[src/rtl/pixel_pkg.sv]
`default_nettype none
// ============================================================================
// Module   : pixel_pkg
// Purpose  : Shared FSM state type, default geometry and index-width helper
//            for the pixel array readout block.
// Revision : 1.0 - initial release
// ============================================================================
package pixel_pkg;

  localparam int DEF_N_ROWS = 2;
  localparam int DEF_N_COLS = 2;
  localparam int DEF_DATA_W = 8;

  typedef enum logic [1:0] {
    ST_IDLE   = 2'd0,
    ST_SELECT = 2'd1,
    ST_LOAD   = 2'd2,
    ST_STREAM = 2'd3
  } state_e;

  // Counter width for n entries; a single entry still needs one bit.
  function automatic int idx_w(input int n);
    return (n > 1) ? $clog2(n) : 1;
  endfunction

endpackage
`default_nettype wire

[src/rtl/pixel_row_buffer.sv]
`default_nettype none
// ============================================================================
// Module   : pixel_row_buffer
// Purpose  : N_COLS-entry pixel row store with parallel load and indexed read.
// Revision : 1.0 - initial release
// ============================================================================
module pixel_row_buffer
  import pixel_pkg::*;
#(
  parameter int N_COLS = DEF_N_COLS,
  parameter int DATA_W = DEF_DATA_W,
  parameter int COL_W  = idx_w(DEF_N_COLS)
) (
  input  logic                     clk,
  input  logic                     reset,
  input  logic                     load,
  input  logic [N_COLS*DATA_W-1:0] load_data,
  input  logic [COL_W-1:0]         rd_idx,
  output logic [DATA_W-1:0]        rd_data
);

  logic [N_COLS*DATA_W-1:0] row_q, row_d;

  always_comb begin
    row_d = row_q;
    if (load) row_d = load_data;
  end

  always_ff @(posedge clk) begin
    if (reset) row_q <= '0;
    else       row_q <= row_d;
  end

  // Compare-based mux keeps the index width independent of N_COLS.
  always_comb begin
    rd_data = '0;
    for (int c = 0; c < N_COLS; c++) begin
      if (rd_idx == COL_W'(c)) rd_data = row_q[c*DATA_W +: DATA_W];
    end
  end

endmodule
`default_nettype wire

[src/rtl/pixel_array_readout.sv]
`default_nettype none
// ============================================================================
// Module   : pixel_array_readout
// Purpose  : Row-by-row pixel array readout to a valid/ready pixel stream
//            with frame/line markers. Optional test pattern source selected
//            by PIXEL_ARRAY_READOUT_TEST_PATTERN_EN.
// Revision : 1.0 - initial release
// ============================================================================
module pixel_array_readout
  import pixel_pkg::*;
#(
  parameter int N_ROWS = DEF_N_ROWS,
  parameter int N_COLS = DEF_N_COLS,
  parameter int DATA_W = DEF_DATA_W
) (
  input  logic                        clk,
  input  logic                        reset,
  input  logic                        start,
  input  logic                        abort,
  input  logic [N_COLS*DATA_W-1:0]    row_data,
  output logic [idx_w(N_ROWS)-1:0]    row_ptr,
  output logic                        row_read,
  output logic [DATA_W-1:0]           out_data,
  output logic                        out_valid,
  input  logic                        out_ready,
  output logic                        out_sof,
  output logic                        out_eol,
  output logic                        out_eof,
  output logic                        busy
);

  localparam int ROW_W = idx_w(N_ROWS);
  localparam int COL_W = idx_w(N_COLS);
  localparam logic [ROW_W-1:0] LAST_ROW = ROW_W'(N_ROWS - 1);
  localparam logic [COL_W-1:0] LAST_COL = COL_W'(N_COLS - 1);

  state_e             state_q, state_d;
  logic [ROW_W-1:0]   row_q, row_d;
  logic [COL_W-1:0]   col_q, col_d;
  logic               valid_q, valid_d;
  logic               sof_q, sof_d;
  logic               eol_q, eol_d;
  logic               eof_q, eof_d;
  logic               busy_q, busy_d;
  logic               rd_q, rd_d;
  logic [N_COLS*DATA_W-1:0] load_data;

  always_comb begin
    state_d = state_q;
    row_d   = row_q;
    col_d   = col_q;
    if (state_q != ST_IDLE && abort) begin
      state_d = ST_IDLE;
      row_d   = '0;
      col_d   = '0;
    end else begin
      case (state_q)
        ST_IDLE: if (start) begin
          state_d = ST_SELECT;
          row_d   = '0;
        end
        ST_SELECT: state_d = ST_LOAD;
        ST_LOAD: begin
          state_d = ST_STREAM;
          col_d   = '0;
        end
        ST_STREAM: if (out_ready) begin
          if (col_q == LAST_COL) begin
            if (row_q == LAST_ROW) begin
              state_d = ST_IDLE;
            end else begin
              row_d   = row_q + ROW_W'(1);
              state_d = ST_SELECT;
            end
          end else begin
            col_d = col_q + COL_W'(1);
          end
        end
        default: state_d = ST_IDLE;
      endcase
    end

    // Outputs are registered from the next-state view so they change with the state.
    valid_d = (state_d == ST_STREAM);
    sof_d   = valid_d && (row_d == '0) && (col_d == '0);
    eol_d   = valid_d && (col_d == LAST_COL);
    eof_d   = eol_d && (row_d == LAST_ROW);
    busy_d  = (state_d != ST_IDLE);
`ifdef PIXEL_ARRAY_READOUT_TEST_PATTERN_EN
    rd_d    = 1'b0;
`else
    rd_d    = (state_d == ST_SELECT) || (state_d == ST_LOAD);
`endif
  end

  always_ff @(posedge clk) begin
    if (reset) begin
      state_q <= ST_IDLE;
      row_q   <= '0;
      col_q   <= '0;
      valid_q <= 1'b0;
      sof_q   <= 1'b0;
      eol_q   <= 1'b0;
      eof_q   <= 1'b0;
      busy_q  <= 1'b0;
      rd_q    <= 1'b0;
    end else begin
      state_q <= state_d;
      row_q   <= row_d;
      col_q   <= col_d;
      valid_q <= valid_d;
      sof_q   <= sof_d;
      eol_q   <= eol_d;
      eof_q   <= eof_d;
      busy_q  <= busy_d;
      rd_q    <= rd_d;
    end
  end

`ifdef PIXEL_ARRAY_READOUT_TEST_PATTERN_EN
  always_comb begin
    load_data = '0;
    for (int c = 0; c < N_COLS; c++) begin
      load_data[c*DATA_W +: DATA_W] = DATA_W'(int'(row_q) * N_COLS + c);
    end
  end
`else
  assign load_data = row_data;
`endif

  pixel_row_buffer #(
    .N_COLS (N_COLS),
    .DATA_W (DATA_W),
    .COL_W  (COL_W)
  ) u_row_buffer (
    .clk       (clk),
    .reset     (reset),
    .load      (state_q == ST_LOAD),
    .load_data (load_data),
    .rd_idx    (col_q),
    .rd_data   (out_data)
  );

  assign row_ptr   = row_q;
  assign row_read  = rd_q;
  assign out_valid = valid_q;
  assign out_sof   = sof_q;
  assign out_eol   = eol_q;
  assign out_eof   = eof_q;
  assign busy      = busy_q;

endmodule
`default_nettype wire

[config.mk]
export PLATFORM = sky130hd
export DESIGN_NAME = pixel_array_readout
export DESIGN_NICKNAME = d
export VERILOG_FILES = /design/src/rtl/pixel_pkg.sv /design/src/rtl/pixel_row_buffer.sv /design/src/rtl/pixel_array_readout.sv
export SDC_FILE = /design/constraint.sdc
export NUM_CORES = 1
export LEC_CHECK = 0
export CAP_MARGIN = 0
export CORE_MARGIN = 2
export CORE_UTILIZATION = 38
export DETAILED_ROUTE_END_ITERATION = 7
export PLACE_DENSITY = 0.68
export SKIP_LAST_GASP = 1
export SYNTH_ARGS = -nofsm -noshare
export SYNTH_HDL_FRONTEND = slang
export SYNTH_SLANG_ARGS = --single-unit
[constraint.sdc]
create_clock -name clk -period 2.66 [get_ports clk]
set_clock_uncertainty 0.15 [all_clocks]
set_input_delay 0.266 -clock clk [delete_from_list [all_inputs] [get_ports clk]]
set_output_delay 0.266 -clock clk [all_outputs]
set_load 0.01 [all_outputs]
======== Word level (Yosys, flattened, before mapping) ========
Cells that the tools add are included.
cells by class
  $add $sub $neg .......................... 2
  equal/unequal tests ..................... 6
  multiplexer cells ....................... 17
  bitwise logic cells ..................... 2
  reduce and logical (&&, ||, !) cells .... 9
operators by type and width
  operator                                       count
  2-to-1 mux 1 bit                               9
  == test 2 bit, second input constant           4
  2-to-1 mux 2 bit                               4
  2-to-1 mux 8 bit                               1
  case mux 2 bit (4 select lines)                1
  logical AND 1 bit                              5
  == test 2 x 1 -> 1 bit, second input constant  2
  case mux 1 bit (2 select lines)                2
  nonzero test 2 bit                             2
  adder 1 bit, second input constant             2
  logical NOT 2 bit                              1
  NOT 1 bit                                      2
  logical OR 1 bit                               1
word-level totals
  register bits after elaboration ......... 26
  input bits .............................. 21
  output and inout bits ................... 15
  logic and storage cells ................. 46

======== Longest topological paths before layout ========
  depth in word-level cells ............... 9
  mapped depth ............................ 10
  gate-level depth less buffers ........... 10

======== Cells and area by module ========
From an unflattened synthesis, not the netlist that was laid out.
unflattened totals
  cell total of the unflattened synthesis .. 114
  area total of the unflattened synthesis .. 1148.6 um^2
modules (own cells, without submodules)
  module               times used  cells each  area each (um^2)
  pixel_row_buffer     1           61          675.6
  pixel_array_readout  1           53          473.0

======== Least setup slack after synthesis ========
OpenSTA, ideal clock, no wires.
  path type ............................... reg2reg
  start point ............................. register state_q[0]
  end point ............................... register eof_q, in the netlist out_eof
  library setup time ...................... 0.116 ns
  data arrival time ....................... 1.650 ns
  required time ........................... 2.394 ns
  path slack .............................. 0.745 ns
  stages on the path, launching flop included .. 11
  path buffers ............................ 1
  clock period less this slack ............ 1.915 ns
  cell sequence ........................... dfxtp_1 -> inv_1 -> ha_1 -> buf_6 -> or2_1 -> o21ai_2 -> inv_2 -> ha_1 -> nand2b_1 -> inv_1 -> and3_1
between the ends
  cells in the longest elaborated chain, start to end .. 7
ends and longest elaborated chain
  what                             line                        RTL
  from (decl)                      pixel_array_readout.sv:37   state_e state_q, state_d;
  from (signal assigned)           pixel_array_readout.sv:108  state_q <= state_d;
  2-to-1 mux 2 bit                 pixel_array_readout.sv:68   if (col_q == LAST_COL) begin
  2-to-1 mux 2 bit                 pixel_array_readout.sv:67   ST_STREAM: if (out_ready) begin
  case mux 2 bit (4 select lines)  pixel_array_readout.sv:57   case (state_q)
  2-to-1 mux 2 bit (*)             pixel_array_readout.sv:52   if (state_q != ST_IDLE && abort) begin
  named net state_d[0]             pixel_array_readout.sv:37
  == test 2 bit (*)                pixel_array_readout.sv:84   valid_d = (state_d == ST_STREAM);
  named net valid_d                pixel_array_readout.sv:40   logic valid_q, valid_d;
  logical AND 1 bit (*)            pixel_array_readout.sv:86   eol_d = valid_d && (col_d == LAST_COL);
  logical AND 1 bit (*)            pixel_array_readout.sv:87   eof_d = eol_d && (row_d == LAST_ROW);
  to (signal assigned)             pixel_array_readout.sv:114  eof_q <= eof_d;
  to (decl)                        pixel_array_readout.sv:43   logic eof_q, eof_d;
The timed path passes the listed nets; every way through them passes the cells marked *.
A chain may end at the register's enable or synchronous reset.

======== Worst setup path after layout ========
  start point ............................. register col_q
  end point ............................... output port out_data[5]
between the ends
  cells in the longest elaborated chain, start to end .. 1
ends and longest elaborated chain
  what                    line                        RTL
  from (decl)             pixel_array_readout.sv:39   logic [COL_W-1:0] col_q, col_d;
  from (signal assigned)  pixel_array_readout.sv:110  col_q <= col_d;
  2-to-1 mux 8 bit        pixel_row_buffer.sv:38      if (rd_idx == COL_W'(c)) rd_data = row_q[c*DATA_W +: DATA_W];
  to (decl)               pixel_array_readout.sv:23   output logic [DATA_W-1:0] out_data,
No other way between the ends.

==> summary.txt <==
Floorplan
  – Die Height: 58.9 um
  – Num rows: 19
  – # IOs: 36
  – Core Region: 2810 um2
  – Die W: 58.9 um
  – Die area: 3460 um2
  – Initial Util: 0.408

Timing
  – RSZ-0062 raised after global routing: false
  – Fin. Hold Viols: 0
  – Worst-Margin Slew: 0.505 ns
  – Hold_ws: 0.356 ns
  – Setup TNS: 0 ns
  – Minimum clock period: 2.28 ns
  – Slew headroom: 0.663
  – Highest clock rate: 438 MHz
  – Fin crit share: 0.859
  – Setup Viol. Count Final: 0
  – Max-slew violation count: 0

Global routing
  – Wire length of the first global-routing pass: 3810 um
  – GRT Overall Usage: 0.145
  – Largest net degree at the start of global routing: 24
  – Gr ovfl total: 0
  – Vias in the first global route: 887
  – Antenna violations before repair: 0

Clock tree
  – CTS H-tree depth: 1
  – CTS Sinks: 26
  – Clock latency on the worst-skew pair: 0.32 ns
  – Cts hold-fix bufs: 0
  – Num CTS Buffers: 3
  – Post-CTS Setup Inserts: 0
  – CTS root buf: clkbuf_4
  – Post-CTS Resized: 0
  – Clock-pin slew on the worst setup and hold paths: 0.14 ns
  – CTS tree: yes
  – Clock Path Buffers: 2

Routing
  – Drt first pass iters: 7
  – M1 wire length: 973 um
  – DR iter-0 viols: 13
  – Met2 wire len: 1080 um
  – Final wirelength: 2220 um
  – DR vias: 888
  – WL met3: 146 um
  – DR WL/cell: 12.3 um
  – Via density per instance: 4.91
  – Routed Antenna Nets: 0
  – Top routing layer in use: met4
  – DRC viols: 3

Setup path
  – Critical Path RT: 2.24 ns
  – Critical Path Source Type: flop
  – Crit path max-delay cell type: dfxtp_1
  – RR Startpoint: state_q[0]
  – Critical Path AT: 1.87 ns
  – Worst-path maximum fanout: 12
  – CP Class: flop to primary output
  – Register-to-register setup slack: 0.63 ns
  – FF-to-FF path depth: 10
  – Crit-path cells: mux2_2 > clkdlybuf4s50_1
  – Crit path launch: col_q
  – Critical Path Sink Type: primary output
  – R2r endpoint: out_eof
  – Worst path max stage delay: 0.66 ns

Final layout
  – Layout cell share with drive strength beyond 1: 0.113
  – Largest regs: u_row_buffer.row_q: 16 flops, state_q: 2 flops
  – Syn-to-layout area delta: 36.7%
  – Layout Nets: 177
  – Max FFs per register: 16
  – ANT cells: 0
  – Most flop-heavy register: u_row_buffer.row_q
  – Fill cells: 267

Run status
  – Failing checks: DRC
  – Status: finished with violations

Job
  – Max-cap violations: 0

Power
  – Int Power: 0.000902 W
  – Comb power frac: 0.405
  – Power Dens Cells: 833 nW/um2
  – Pleak: 0.623 nW
  – Switching pwr: 0.000399 W
  – Clock share of power: 0.205
  – Seq pwr share: 0.390
  – Sw Share: 0.307
  – Peak VDD IR: 0.000395 V

Synth
  – Cells after Synth: 114
  – Yosys warns: 0
  – Register area share after synthesis: 0.455
  – Post-synth cell types: 30
  – Syn Area/Cell: 10.0 um2
  – Syn Nets: 140
  – Mapped cell area: 1140 um2
  – #FFs+latches synth: 26

Placed design
  – Port bufs: 35
  – Detailed placement HPWL: 1680 um
  – Final GP Congestion: 0.798

Min path
  – Min-Delay Path Depth: 2
  – Hold Startpoint: u_row_buffer.row_q[15]
  – Worst Hold Class: flop to flop
  – Hold Path End: u_row_buffer.row_q[15]
cells by family after synthesis:
kind of cell / count (synthesis) / synth area share
adders and majority gates: 5 / 0.0547
buffers and inverters: 12 / 0.0558
AOI/OAI and AO/OA: 11 / 0.0722
and+or+nand+nor: 36 / 0.143
muxes: 24 / 0.219
DFF: 26 / 0.455
worst max-delay path by stage:
stage,end,slack (ns),depth (start not counted)
finish,out_data[5],0.38,2
global route,out_data[2],0.28,2
CTS,out_data[5],0.33,2
detailed placement,out_eof,0.53,9
global placement,out_eof,0.58,9
floorplan,out_eof,0.74,10
power by group through the flow:
stage	registers [W]	logic, W	clock network (W)
detailed placement	0.000517	0.000526	0
floorplan	0.000516	0.000357	0
CTS	0.000508	0.000531	0.000279
global placement	0.000513	0.000514	0
global route	0.000520	0.000587	0.000293
finish	0.000507	0.000527	0.000267
per-stage QoR:
| step | cells | instance area [um2] | power (W) | utilization | setup WS (ns) |
|---|---|---|---|---|---|
| after global routing | 181 | 1560 | 0.00140 | 0.557 | 0.278 |
| after floorplan | 114 | 1140 | 0.000874 | - | 0.745 |
| after CTS | 181 | 1560 | 0.00132 | 0.557 | 0.333 |
| after global placement | 177 | 1510 | 0.00103 | 0.538 | 0.576 |
| final | 181 | 1560 | 0.00130 | 0.557 | 0.376 |
| after detailed placement | 177 | 1510 | 0.00104 | 0.538 | 0.532 |
cell usage after synthesis, drive strengths merged:
master,n,area share
o221a,1,0.0098
a21oi,2,0.0088
ha,5,0.055
a221o,1,0.0088
nand2b,1,0.0055
o21ai,2,0.012
nor2b,3,0.016
o21a,1,0.0066
clkbuf,1,0.0033
buf,4,0.030
and3,1,0.0055
nor3,2,0.0088
o21bai,1,0.0066
nor2,23,0.078
and3b,1,0.0077
nand2,3,0.0098
a21o,1,0.0066
a21boi,2,0.013
mux2,8,0.079
and2b,1,0.0066
or2,1,0.0055
inv,7,0.023
dfxtp,26,0.46
mux2i,16,0.14
metal layers:
layer	up-vias	GRT usage
met5	-	0
met4	0	0.0487
met3	2	0.0352
met2	28	0.240
met1	408	0.184
li1	450	-
layout make-up:
type	instances	area [um2]	share of cell area
clock inverter	1	30.0	0.0192
inverter	7	26.3	0.0168
sequential	26	520	0.333
clock buffer	3	22.5	0.0144
multi-input combinational	76	559	0.358
tap	31	38.8	0.0248
timing repair buffer	37	365	0.234
placed cells by master (no fill, tap or decap):
cell	netlist	routed
mux2i_1	16	16
dfxtp_1	26	26
and2b_1	1	1
nor2_1	22	22
o21a_1	1	1
a21boi_0	1	1
nor2_2	1	1
bufinv_16	0	1
and3_1	1	1
clkbuf_4	0	3
inv_2	1	1
o21ai_1	1	1
inv_1	6	6
nor2b_1	3	3
o21ai_2	1	1
clkdlybuf4s50_1	0	35
a21boi_1	1	1
o221a_1	1	1
mux2_2	8	8
and3b_1	1	1
a21o_1	1	1
o21bai_1	1	1
a21oi_1	2	2
a221o_1	1	1
nand2_1	3	3
or2_1	1	1
buf_4	1	2
nand2b_1	1	1
ha_1	5	5
nor3_1	2	2
critical path: cells and delay by family (launching register included):
family	cells	cell delay, ns
flops	1	0.66
buf+inv	1	0.49
mux	1	0.39
No activity file was read; power rests on OpenSTA's default activity.
